**src/rtl/point_word_deserializer.sv**
```systemverilog
// point_word_deserializer: assembles a serialized (x,y) curve point from words with framing and range checks
module point_word_deserializer #(
  parameter int P_WIDTH = 256,
  parameter int WORD_WIDTH = 32,
  parameter logic [P_WIDTH-1:0] P_MOD = 256'hFFFFFFFF_FFFFFFFF_FFFFFFFF_FFFFFFFF_FFFFFFFF_FFFFFFFF_FFFFFFFE_FFFFFC2F
) (
  input  logic                   clk,
  input  logic                   reset_n,
  input  logic [WORD_WIDTH-1:0]  in_word,
  input  logic                   in_valid,
  input  logic                   in_last,
  output logic                   in_ready,
  output logic [2*P_WIDTH-1:0]   point_out,
  output logic                   point_valid,
  input  logic                   point_ready,
  output logic                   range_err,
  output logic                   is_inf,
  output logic                   frame_err
);
  localparam int NW = P_WIDTH / WORD_WIDTH;
  localparam int CW = NW > 1 ? $clog2(NW) : 1;
  typedef enum logic [1:0] {COLLECT_X, COLLECT_Y, OUTPUT, DRAIN} state_t;
  state_t state_q;
  logic [CW-1:0] cnt_q, slot;
  logic [P_WIDTH-1:0] x_q, y_q, y_d;
  logic in_ready_q, point_valid_q, range_err_q, is_inf_q, frame_err_q;
  logic accept, last_cnt;
  assign accept = in_valid && in_ready_q;
  assign last_cnt = cnt_q == CW'(NW - 1);
  assign slot = CW'(NW - 1) - cnt_q;
  assign in_ready = in_ready_q;
  assign point_valid = point_valid_q;
  assign range_err = range_err_q;
  assign is_inf = is_inf_q;
  assign frame_err = frame_err_q;
  assign point_out = {x_q, y_q};
  // y with the incoming word placed, so the checks see the complete coordinate on the final word
  always_comb begin
    y_d = y_q;
    y_d[slot*WORD_WIDTH +: WORD_WIDTH] = in_word;
  end
  // frame parser: collect x then y (MSW first), validate framing, present point until taken
  always_ff @(posedge clk or negedge reset_n) begin
    if (!reset_n) begin
      state_q <= COLLECT_X;
      cnt_q <= '0;
      x_q <= '0;
      y_q <= '0;
      in_ready_q <= 1'b0;
      point_valid_q <= 1'b0;
      range_err_q <= 1'b0;
      is_inf_q <= 1'b0;
      frame_err_q <= 1'b0;
    end else begin
      in_ready_q <= 1'b1;
      frame_err_q <= 1'b0;
      case (state_q)
        COLLECT_X: if (accept) begin
          if (in_last) begin
            frame_err_q <= 1'b1;
            cnt_q <= '0;
            x_q <= '0;
          end else begin
            x_q[slot*WORD_WIDTH +: WORD_WIDTH] <= in_word;
            cnt_q <= last_cnt ? '0 : cnt_q + 1'b1;
            state_q <= last_cnt ? COLLECT_Y : COLLECT_X;
          end
        end
        COLLECT_Y: if (accept) begin
          if (last_cnt && in_last) begin
            y_q <= y_d;
            cnt_q <= '0;
            state_q <= OUTPUT;
            in_ready_q <= 1'b0;
            point_valid_q <= 1'b1;
            range_err_q <= (x_q >= P_MOD) || (y_d >= P_MOD);
            is_inf_q <= ~|x_q && ~|y_d;
          end else if (last_cnt || in_last) begin
            frame_err_q <= 1'b1;
            cnt_q <= '0;
            x_q <= '0;
            y_q <= '0;
            state_q <= in_last ? COLLECT_X : DRAIN;
          end else begin
            y_q <= y_d;
            cnt_q <= cnt_q + 1'b1;
          end
        end
        OUTPUT: begin
          in_ready_q <= point_ready;
          if (point_ready) begin
            point_valid_q <= 1'b0;
            range_err_q <= 1'b0;
            is_inf_q <= 1'b0;
            state_q <= COLLECT_X;
          end
        end
        DRAIN: if (accept && in_last) state_q <= COLLECT_X;
        default: state_q <= COLLECT_X;
      endcase
    end
  end
endmodule
```
**config.mk**
```make
export PLATFORM = sky130hd
export DESIGN_NAME = point_word_deserializer
export DESIGN_NICKNAME = d
export VERILOG_FILES = /design/src/rtl/point_word_deserializer.sv
export SDC_FILE = /design/constraint.sdc
export NUM_CORES = 1
export LEC_CHECK = 0
export BUFFER_PORTS_ARGS = -buffer_cell sky130_fd_sc_hd__clkbuf_2
export CAP_MARGIN = 20
export CORE_AREA = 2 2 213 215
export CTS_BUF_LIST = sky130_fd_sc_hd__clkbuf_16
export CTS_CLUSTER_SIZE = 40
export DETAILED_ROUTE_END_ITERATION = 8
export DIE_AREA = 0 0 215 217
export GPL_TIMING_DRIVEN = 0
export PLACE_DENSITY = 0.74
export SLEW_MARGIN = 20
export SYNTH_ARGS = -nofsm -noshare
export SYNTH_HDL_FRONTEND = slang
export SYNTH_SLANG_ARGS = --single-unit
```
**constraint.sdc**
```tcl
create_clock -name clk -period 8.2 [get_ports clk]
set_input_delay 1.64 -clock clk [delete_from_list [all_inputs] [get_ports clk]]
set_output_delay 1.64 -clock clk [all_outputs]
set_load 0.01 [all_outputs]
```
Word-level counts from Yosys, hierarchy flattened
Index checks and enable logic that the tools add are counted.
{"block": "totals", "reg_bits": 522, "input_bits": 37, "out_inout_bits": 517, "word_cells": 93}
{"block": "op_classes", "n_addsub": 3, "order_cmp": 2, "eq_ne": 13, "n_shift": 2, "n_mux": 46, "n_reduce_logical": 18}
{"op": "256-bit 2-to-1 mux", "n": 7}
{"op": "256-bit bitwise mux", "n": 2}
{"op": "256-bit greater-or-equal comparator (second input constant)", "n": 2}
{"op": "256-bit one-hot mux with 2 select lines", "n": 1}
{"op": "256-bit OR reduction", "n": 2}
{"op": "32-bit by 34-bit variable shift with 256-bit output (first input constant)", "n": 1}
{"op": "32-bit by 34-bit indexed part select with 256-bit output", "n": 1}
{"op": "8-bit negator with 34-bit output", "n": 1}
{"op": "3-bit 2-to-1 mux", "n": 6}
{"op": "2-bit 2-to-1 mux", "n": 8}
{"op": "2-bit inequality test (second input constant)", "n": 8}
{"op": "1-bit 2-to-1 mux", "n": 15}
{"op": "1-bit one-hot mux with 2 select lines", "n": 5}
{"op": "2-bit one-hot mux with 4 select lines", "n": 1}
{"op": "3-bit one-hot mux with 2 select lines", "n": 1}
{"op": "6-bit AND reduction", "n": 1}
{"op": "5-bit AND reduction", "n": 1}
{"op": "2-bit == test (second input constant)", "n": 2}
{"op": "1-bit logical AND", "n": 4}
{"op": "4-bit AND reduction", "n": 1}
{"op": "2-bit nonzero test", "n": 2}
{"op": "3-bit by 1-bit adder with 3-bit output (second input constant)", "n": 1}
{"op": "3-bit == test (second input constant)", "n": 1}
{"op": "3-bit inequality test (second input constant)", "n": 1}
{"op": "7 further kinds", "n": 9}

Logic depth before layout (Yosys ltp)
{"block": "logic_depth", "word_depth": 10, "mapped_depth": 12, "mapped_depth_nobuf": 9}

Least setup slack after synthesis
No wires, ideal clock.
{"block": "synth_path", "kind": "input port to flip-flop", "from": "input in_word[11]", "to": "register range_err_q (netlist: range_err)", "setup_ns": 0.076, "arrival_time_ns": 3.474, "required_time_ns": 8.124, "setup_slack_ns": 4.649, "stages": 8, "path_buffers": 1, "cell_sequence": "clkbuf_1 > nand4_1 > or4_1 > nand2b_1 > o21ai_0 > a21oi_1 > or4_1 > o21ai_1"}
{"block": "synth_between", "elab_chain_cells": 7}
{"item": "start, declared", "line": "9", "text": "input logic [WORD_WIDTH-1:0] in_word,"}
{"item": "32-bit by 34-bit indexed part select with 256-bit output", "line": "40", "text": "y_d[slot*WORD_WIDTH +: WORD_WIDTH] = in_word;"}
{"item": "256-bit bitwise mux", "line": "40"}
{"item": "256-bit greater-or-equal comparator", "line": "76", "text": "range_err_q <= (x_q >= P_MOD) || (y_d >= P_MOD);"}
{"item": "1-bit logical OR", "line": "76"}
{"item": "1-bit 2-to-1 mux", "line": "70", "text": "if (last_cnt && in_last) begin"}
{"item": "1-bit 2-to-1 mux", "line": "69", "text": "COLLECT_Y: if (accept) begin"}
{"item": "1-bit one-hot mux with 2 select lines", "line": "57", "text": "case (state_q)"}
{"item": "end signal, assigned", "line": "76"}
{"item": "end, declared", "line": "26", "text": "logic in_ready_q, point_valid_q, range_err_q, is_inf_q, frame_err_q;"}
No other way between the ends. The select of a mux whose other input is x is not followed.
A chain may end at the register's enable or synchronous reset.

Worst setup path after layout
{"block": "layout_path", "from": "register cnt_q[0]", "to": "register range_err_q (netlist: range_err)"}
{"block": "layout_between", "elab_chain_cells": 9, "word_cells_on_any_way": 14, "cone_classes": "add/sub: 2; order compare: 1; eq/ne: 2; shift: 2; mux: 4; reduce/logical: 3"}
{"item": "start, declared", "line": "24", "text": "logic [CW-1:0] cnt_q, slot;"}
{"item": "start signal, assigned", "line": "65", "text": "cnt_q <= last_cnt ? '0 : cnt_q + 1'b1;"}
{"item": "start signal, assigned", "line": "86", "text": "cnt_q <= cnt_q + 1'b1;"}
{"item": "3-bit subtractor", "line": "30", "text": "assign slot = CW'(NW - 1) - cnt_q;"}
{"item": "8-bit negator with 34-bit output", "line": "40"}
{"item": "32-bit by 34-bit indexed part select with 256-bit output / 32-bit by 34-bit variable shift with 256-bit output (equally long branches)", "line": "40"}
{"item": "256-bit bitwise mux", "line": "40"}
{"item": "256-bit greater-or-equal comparator", "line": "76"}
{"item": "1-bit logical OR", "line": "76"}
{"item": "1-bit 2-to-1 mux", "line": "70"}
{"item": "1-bit 2-to-1 mux", "line": "69"}
{"item": "1-bit one-hot mux with 2 select lines", "line": "57"}
Several ways; a longest one is shown, not always the timed one. The select of a mux whose other input is x is not followed.

==> reports/results.txt <==
run status: finished, final reports clean
R2R Path End: range_err$_DFFE_PN0P_
Routed Antenna Nets: 0
clock buffer count from CTS: 53
CP Depth: 10
GRT overflow: 0
WP data required: 8740 ps
dpl hpwl: 83.4 mm
fill cell total of the finished layout: 3,707
final hold viol count: 0
worst setup path startpoint: cnt_q[0]$_DFFE_PN0P_
CP Cell Sequence: ha_1 > ha_1 > buf_2 > nor2b_1 > nand4_1 > clkbuf_1 > o21ai_0 > o2111ai_1 > or4_1 > o21ai_1
IO Pins: 554
setup_tns: 0 ps
CTS root buffer: clkbuf_16
Finished Core Util: 63.0%
Critical path buffers and inverters: 2
die area: 0.0467 sq mm
Mapped Nets: 2,119
clk buf depth: 3
crit-path leading delay family: simple AND/OR/NAND/NOR gates
setup ws final: 3210 ps
r2r setup slk: 3210 ps
area grow syn2layout: 23.4%
clk slew on worst S/H paths: 60 ps
Final Setup Violations: 0
DRT Pass-1 Iters: 8
vias in the first global route: 22,700
layout cells sized above 1: 24.2%
pre-CTS setup slack: 3230 ps
routed len/inst: 35.3 microns
chip width: 215 microns
Die Y-Extent: 217 microns
Lkg Pwr: 0.0139 uW
Clock Latency Late Sink: 620 ps
Final min period: 4990 ps
Resized Gates After CTS: 0
Worst setup EP type: flip-flop
Core Area: 0.0447 sq mm
vias: 24,200
Syn Area/Cell: 11.0 sq um
final routed DRC violation total: 0
RSZ-0062 raised after global routing: false
final hold slack: 501 ps
Final Cycle Share: 60.8%
worst vdd ir: 0.244 mV
crit path max-delay cell type: o21ai_0
largest net degree at the start of global routing: 98
Critical Path Start Type: flip-flop
most common cell in the netlist: dfrtp_1
crit path DAT: 5530 ps
Nets: 2,719
Setup Skew: 17.6 ps
Ys Warns: 0
Global Route Usage Sum: 49.3%
Clock Sinks: 522
Max Fclk: 200 MHz
EDFF count, synth: 0
Worst Path Max Fanout: 10
most used cell along the critical path: ha_1
Post-synth ARST share: 100%
Final Routed Wirelength: 117 mm
CP peak stage delay: 1000 ps
Hold Path Class: reg -> reg
initial antenna violation count: 5
H-tree depth: 2
synth top area cells: dfrtp_1 (57%), a22o_1 (17%), nand4_1 (4.6%)
Max-Cap Viols: 0
I/O Buffers: 538
routability cong.: 1.05
fin. max-slew vios: 0
hold buffers post-CTS: 0
reg2reg path depth: 10
CP Class: reg -> reg
first-pass GRT wire length: 166 mm
worst reg2reg startpoint: cnt_q[0]$_DFFE_PN0P_
Worst setup endpoint: range_err$_DFFE_PN0P_
Most used DFF post-synth: dfrtp_1
# rows: 78
post-synthesis sequential area ratio: 57.2%
Yosys cell types: 56
Post-Syn Area: 0.0228 sq mm
cell count after synthesis: 2,072
Worst-Margin Slew: 1360 ps
Pwr Density: 333 mW/mm^2
top post-synthesis cells by count: dfrtp_1 (522), a22o_1 (451), clkbuf_1 (192)
Initial Util: 51.1%
Via density: 7.30
CTS tree: yes
FF+latch count, synth: 522
Synth top area share: 57.2%
Yosys top cell by area: dfrtp_1
number of setup buffers added after CTS: 0
slew margin rel.: 9.42%
First DRT Iteration DRCs: 3,994
[cells in the final DEF, fill, tap and decap left out, types with 4 or more instances in the layout]
master	n
nor2_1	69
clkbuf_1	178
clkbuf_2	551
ha_1	10
nor4_2	4
nor4_1	152
clkinv_1	11
or4_1	26
nand3_1	75
clkbuf_16	55
o21ai_0	46
o41ai_1	4
nand2b_1	5
nor2b_1	4
dfrtp_1	522
inv_1	18
nand4_1	167
o2111ai_1	4
bufinv_16	5
a21oi_1	21
and3_1	5
nor3_1	45
a31oi_1	12
and2_1	4
o21ai_1	12
buf_2	9
diode_2	4
a22o_1	451
clkinv_2	10
buf_16	5
nand2_1	171
[state kept, by name (all words and copies together) (netlist names)]
register     count
y_q            256
state_q          2
cnt_q            3
point_valid      1
is_inf           1
in_ready         1
range_err        1
frame_err        1
x_q            256
[cell type report]
| cell class | count | area [sq um] | area share (%) |
|---|---|---|---|
| inverters | 8 | 30.0 | 0.107 |
| clock buffers | 55 | 1380 | 4.89 |
| flip-flops and latches | 522 | 13100 | 46.4 |
| repair buffers | 545 | 2850 | 10.1 |
| well taps | 600 | 751 | 2.67 |
| clock inverters | 42 | 332 | 1.18 |
| diodes | 4 | 10.0 | 0.0355 |
| multi-input cells | 1342 | 8970 | 31.9 |
| plain buffers | 200 | 785 | 2.79 |
[where the power goes]
part | switching [uW] | leakage [uW] | total (uW) | internal (uW)
combinational | 2200 | 0.00576 | 3290 | 1090
sequential | 660 | 0.00724 | 3650 | 2990
clock | 1070 | 0.000878 | 2440 | 1370
total | 3940 | 0.0139 | 9390 | 5450
[worst reg2reg max path, cell delays in order (launching register included)]
cell and delay [ps]:
dfrtp_1 460, ha_1 240, ha_1 350, buf_2 240, nor2b_1 300, nand4_1 760, clkbuf_1 590, o21ai_0 1010
o2111ai_1 270, or4_1 550, o21ai_1 140
[layer usage]
metal / track usage [%] / part of all wire (%) / wire length (microns)
met2: 71.9 / 43 / 50100
met1: 63.3 / 35 / 41600
met5: 0 / 0.049 / 58
met3: 15.9 / 14 / 15800
met4: 32.6 / 8.2 / 9620
[worst min-delay path by stage]
stage	cells past startpoint	slack, ps	start	end
after floorplan	2	480	cnt_q[1]$_DFFE_PN0P_	cnt_q[1]$_DFFE_PN0P_
after global placement	2	460	point_valid$_DFFE_PN0P_	point_valid$_DFFE_PN0P_
after detailed placement	2	480	point_valid$_DFFE_PN0P_	point_valid$_DFFE_PN0P_
after CTS	2	500	is_inf$_DFFE_PN0P_	is_inf$_DFFE_PN0P_
after global routing	2	530	is_inf$_DFFE_PN0P_	is_inf$_DFFE_PN0P_
final	2	500	point_valid$_DFFE_PN0P_	point_valid$_DFFE_PN0P_
[metrics by stage]
| stage | instances | instance area, sq um | power (uW) |
|---|---|---|---|
| 2_1_floorplan | 2072 | 22800 | 5090 |
| 4_1_cts | 3314 | 28200 | 9190 |
| 3_5_place_dp | 3217 | 26400 | 6780 |
| 6_report | 3318 | 28200 | 9390 |
| 3_3_place_gp | 3210 | 26300 | 6720 |
| 5_1_grt | 3315 | 28200 | 9590 |
[cells by family after synthesis]
logic type                 Yosys count  synth area share, %
buffers and inverters              208                 3.49
and+or+nand+nor                    753                 18.0
muxes                                5                0.230
adders and majority gates           10                0.548
AOI/OAI and AO/OA                  574                 20.5
DFF                                522                 57.2
Power figures use the tool's default switching activity.
